`src/rtl/fifo_write_arbiter.sv`:
```
// Burst round-robin arbiter that merges NUM_IN FWFT FIFOs into one downstream FIFO
// through a single output stage. Define FIFO_ARB_TAG_EN to prepend the source index to out_din.
module fifo_write_arbiter #(
    parameter int NUM_IN     = 4,
    parameter int DATA_WIDTH = 32,
    parameter int SEL_WIDTH  = 2,
    parameter int MAX_BURST  = 16
) (
    input  logic                         clk,
    input  logic                         reset,
    input  logic [NUM_IN-1:0]            in_empty_n,
    input  logic [NUM_IN*DATA_WIDTH-1:0] in_dout,
    output logic [NUM_IN-1:0]            in_read,
    input  logic                         out_full_n,
    output logic                         out_write,
`ifdef FIFO_ARB_TAG_EN
    output logic [DATA_WIDTH+SEL_WIDTH-1:0] out_din,
`else
    output logic [DATA_WIDTH-1:0]           out_din,
`endif
    output logic [SEL_WIDTH-1:0]         out_grant_id
);

    localparam int CNT_W = $clog2(MAX_BURST + 1);
`ifdef FIFO_ARB_TAG_EN
    localparam int STAGE_W = DATA_WIDTH + SEL_WIDTH;
`else
    localparam int STAGE_W = DATA_WIDTH;
`endif

    typedef enum logic {
        ST_ARB,
        ST_BURST
    } state_t;

    state_t               state;
    logic [SEL_WIDTH-1:0] cur;
    logic [CNT_W-1:0]     cnt;
    logic                 stage_valid;
    logic [STAGE_W-1:0]   stage_data;

    logic                  stage_ready;
    logic                  keep;
    logic                  any_ne;
    logic                  pop;
    logic [SEL_WIDTH-1:0]  cand;
    logic [SEL_WIDTH-1:0]  scan_idx;
    logic [SEL_WIDTH-1:0]  grant_idx;
    logic [DATA_WIDTH-1:0] grant_word;

    // Rotating scan starting after the current owner; walking the offsets from
    // farthest to nearest lets the nearest nonempty input win the last assignment.
    always_comb begin
        // NOTE: defaults first so no path leaves a variable unassigned (no latch).
        scan_idx = cur;
        cand     = '0;
        for (int k = NUM_IN; k >= 1; k--) begin
            cand = SEL_WIDTH'((int'(cur) + k) % NUM_IN);
            if (in_empty_n[cand]) begin
                scan_idx = cand;
            end
        end
    end

    always_comb begin
        stage_ready = ~stage_valid | out_full_n;
        any_ne      = |in_empty_n;
        keep        = (state == ST_BURST) && in_empty_n[cur] && (cnt < CNT_W'(MAX_BURST));
        grant_idx   = keep ? cur : scan_idx;
        // Reset gates the pop combinationally so no word leaves a source while held in reset.
        pop         = stage_ready & any_ne & ~reset;
    end

    always_comb begin
        grant_word = '0;
        in_read    = '0;
        for (int i = 0; i < NUM_IN; i++) begin
            if (grant_idx == SEL_WIDTH'(i)) begin
                grant_word = in_dout[i*DATA_WIDTH +: DATA_WIDTH];
                in_read[i] = pop;
            end
        end
    end

    // Arbitration state and output stage advance together, and only when the
    // stage can accept a word; backpressure therefore freezes both.
    always_ff @(posedge clk or posedge reset) begin
        if (reset) begin
            state       <= ST_ARB;
            cur         <= SEL_WIDTH'(NUM_IN - 1);
            cnt         <= '0;
            stage_valid <= 1'b0;
            // NOTE: the data register is reset too so out_din is defined out of reset.
            stage_data  <= '0;
        end else if (stage_ready) begin
            // NOTE: non-blocking assignments keep every register sampling pre-edge values.
            stage_valid <= pop;
            if (pop) begin
`ifdef FIFO_ARB_TAG_EN
                stage_data <= {grant_idx, grant_word};
`else
                stage_data <= grant_word;
`endif
                if (keep) begin
                    cnt <= cnt + 1'b1;
                end else begin
                    state <= ST_BURST;
                    cur   <= grant_idx;
                    cnt   <= CNT_W'(1);
                end
            end else begin
                state <= ST_ARB;
                cnt   <= '0;
            end
        end
    end

    assign out_write    = stage_valid & out_full_n;
    assign out_din      = stage_data;
    assign out_grant_id = cur;

endmodule

```
`config.mk`:
```
export PLATFORM = sky130hd
export DESIGN_NAME = fifo_write_arbiter
export DESIGN_NICKNAME = d
export VERILOG_FILES = /design/src/rtl/fifo_write_arbiter.sv
export SDC_FILE = /design/constraint.sdc
export NUM_CORES = 1
export LEC_CHECK = 0
export BUFFER_PORTS_ARGS = -buffer_cell sky130_fd_sc_hd__buf_2
export CAP_MARGIN = 20
export CORE_UTILIZATION = 46
export DETAILED_ROUTE_END_ITERATION = 16
export PLACE_DENSITY = 0.85
export SETUP_SLACK_MARGIN = 0.1
export SYNTH_ARGS = -nofsm -noshare
export SYNTH_HDL_FRONTEND = slang
export SYNTH_SLANG_ARGS = --single-unit
export TNS_END_PERCENT = 5
```
`constraint.sdc`:
```
create_clock -name clk -period 5.5 [get_ports clk]
set_input_delay 0.275 -clock clk [delete_from_list [all_inputs] [get_ports clk]]
set_output_delay 0.275 -clock clk [all_outputs]
set_load 0.05 [all_outputs]
```
==> flow_metrics.tcl <==
set metrics [dict create \
    dpl-instance-area_sq_mm 0.00348 \
    peakVddDrop_uv 414 \
    critPathCaptureType "output pin" \
    met3_usage_pct 5.60 \
    antenna_cells 0 \
    die_area_sq_mm 0.00594 \
    swShare_pct 52.1 \
    hold_viol_final 0 \
    ys_seq_area_share_pct 39.7 \
    syn_nets 395 \
    use_met1_pct 25.0 \
    leakagePower_nw 2.00 \
    clk_pin_slew_worst_paths_ns 0.08 \
    cts_resized 0 \
    layout-drive-gt1-share_pct 45.0 \
    design_area_sq_mm 0.00361 \
    combinationalPowerShare_pct 68.9 \
    p_clk_share_pct 8.7 \
    slew_violations 0 \
    routed_wl_um 7050 \
    io_pins 174 \
    antenna_left 0 \
    worst_slew_pin_slew_ns 0.762 \
    clockBufferDepth 2 \
    busiest_layer "met2" \
    grt_antenna_before_repair 0 \
    syn_to_final_growth_pct 39.2 \
    cts_made_buffers 5 \
    yosysMostFrequentCell "mux2i_1" \
    rsz0062_at_grt "false" \
    track_usage_pct 23.8 \
    syn_inst 259 \
    crit_chain "mux2i_1, a211o_1, o2111ai_2, xnor2_4, buf_4, inv_1, nor2_1, buf_2" \
    vias_per_cell 5.32 \
    placementRows 26 \
    setup_viol 0 \
    synth_area_sq_mm 0.00259 \
    drcViolationCount 0 \
    portBuffers 173 \
    p_switching_w 0.00119 \
    synthFlopType "dfrtp_1" \
    critPathMaxFanout 16 \
    synthTopCellsByCount "mux2i_1, nand2_1, dfrtp_1" \
    max-cap-violations 0 \
    coreArea_sq_mm 0.00527 \
    cts_root_buf "clkbuf_8" \
    setup.worst_path.class "flop to output pin" \
    finalCritPeriodShare_pct 59.2 \
    routabilityCongestion 0.811 \
    start_util_pct 49.2 \
    ys_ff_latch 41 \
    nNetsFinal 562 \
    dr.pass1.iters 4 \
    cp.required_ns 5.22 \
    slew_headroom_pct 49.1 \
    cp_slowest_cell "dfstp_2" \
    p_int_w 0.00110 \
    p_seq_share_pct 22.4 \
    worstHoldStart "in_dout[58]" \
    dpl.hpwl_um 5400 \
    holdBufCountCts 1 \
    timing.setup.tns_ns 0 \
    critPathArrivalTime_ns 2.98 \
    fin_skew_ns 0.00887 \
    synth_edf_count 0 \
    cellPowerDensity_mw_per_mm2 635 \
    status "completed" \
    post-route-min-period_ns 3.26 \
    ys_types 34 \
    die_h_um 77.1 \
    ctsHtreeMaxLevel 2 \
    synth_top_cell_by_area "dfrtp_1" \
    slowest_delay_ns 0.66 \
    avgSynthCellArea_sq_um 10.0 \
    synth_top_area_share_pct 37.6 \
    wl_per_cell_um 14.2 \
    vias 2644 \
    startpoint_type "flop" \
    yosysWarnings 0 \
    fmax_ghz 0.307 \
    grt_pass1_wl_um 11200 \
    clkLatencyLatePin_ns 0.29 \
    ys_top_cells_by_area "dfrtp_1, mux2i_1, o221ai_1" \
    drt_iter0_drc 81 \
    grt_max_degree 43 \
    min_path_type "primary input to flop" \
    cts_tree "done" \
    crit_start "out_grant_id[0]$_DFFE_PP1P_" \
    r2r_start "out_grant_id[0]$_DFFE_PP1P_" \
    cts_setup_buffers 0 \
    grt_pass1_vias 2563 \
    grt.overflow.total 0 \
    cts.sinks 41 \
    grtUsageMet2_pct 46.6 \
    die_w_um 77.1 \
    async_flop_share_pct 100 \
]
registers in the layout, indices dropped and copies added (netlist names):
signal and count:
cnt 5, out_din 32, out_grant_id 2, stage_valid 1
state 1
kinds of logic after synthesis:
group           after synthesis  share of synthesized area (%)
compound gates               53                           16.2
xor+xnor                      1                          0.628
fa+ha+maj                     1                          0.483
buf+inv                      26                           5.36
flops                        41                           39.7
mux                          66                           25.7
simple gates                 71                           12.0
worst max-delay path: cells and delay by family, from the launching register on:
kind | cells | cell delay, ns
buffers and inverters | 3 | 0.73
DFF | 1 | 0.66
xor gates and xnor gates | 1 | 0.46
AOI/OAI and AO/OA | 2 | 0.42
muxes | 1 | 0.30
and+or+nand+nor | 1 | 0.11
cells in the final DEF (no fill, tap or decap):
master and count:
buf_2 173, mux2i_1 65, nand2_1 43, dfrtp_1 39, o221ai_1 32, nor2_1 11, o21ai_0 6, clkbuf_8 6
buf_4 5, inv_1 4, o21ai_1 3, nor3_1 3, a211o_1 2, nor3b_1 2, and3b_1 2, a21oi_1 2
a21o_1 2, and2_1 2, or2_1 2, o31ai_1 2, nand3_1 2, dfstp_2 2, inv_2 1, mux2_4 1
o2111ai_2 1, xnor2_4 1, nor2b_1 1, a211oi_1 1, o22ai_1 1, nand2b_1 1, nand4_1 1, a22o_1 1
or3_1 1, clkinv_1 1, ha_1 1, clkinvlp_4 1, clkbuf_1 1, dlygate4sd3_1 1, buf_16 1
path summary, 6_finish.rpt:
check | end | slack (ns) | cells past startpoint
setup reg to reg | out_din[6]$_DFFE_PP0P_ | 2.39 | 7
hold reg to reg | state$_DFFE_PP0P_ | 0.48 | 2
max in group asynchronous | out_grant_id[0]$_DFFE_PP1P_ | 4.25 | 4
min in group asynchronous | out_din[8]$_DFFE_PP0P_ | 0.53 | 3
setup / recovery | in_read[2] | 2.24 | 8
hold / removal | out_din[26]$_DFFE_PP0P_ | 0.30 | 3
final cells by class:
cell class                 instances  area, sq um
clock buffer                       7         86.3
multi-input combinational        192         1440
fill                             433         1660
inverter                           6         22.5
timing repair buffer             180          941
tap                               70         87.6
clock inverter                     1         7.51
sequential                        41         1030
routing by layer:
layer | vias up | wire length (um)
met5 | - | 0
met3 | 6 | 492
li1 | 1301 | -
met1 | 1220 | 2740
met2 | 117 | 3750
met4 | 0 | 63
stage by stage:
step | power, W | instances | setup WS (ns) | hold WS, ns | util (%)
2_1_floorplan | 0.00182 | 259 | 2.59 | 0.447 | -
3_3_place_gp | 0.00206 | 487 | 2.44 | 0.294 | 66.0
3_5_place_dp | 0.00209 | 487 | 2.38 | 0.303 | 66.0
4_1_cts | 0.00229 | 496 | 2.16 | 0.289 | 68.0
5_1_grt | 0.00243 | 497 | 2.03 | 0.298 | 68.5
6_report | 0.00229 | 497 | 2.24 | 0.297 | 68.5
power groups by stage:
stage	combinational [W]	sequential [W]	clock, W
after CTS	0.00158	0.000513	0.000207
after global placement	0.00154	0.000512	0
after detailed placement	0.00158	0.000516	0
after floorplan	0.000899	0.000926	0
after global routing	0.00168	0.000531	0.000220
final	0.00158	0.000513	0.000200
No activity file was read; power rests on OpenSTA's default activity.
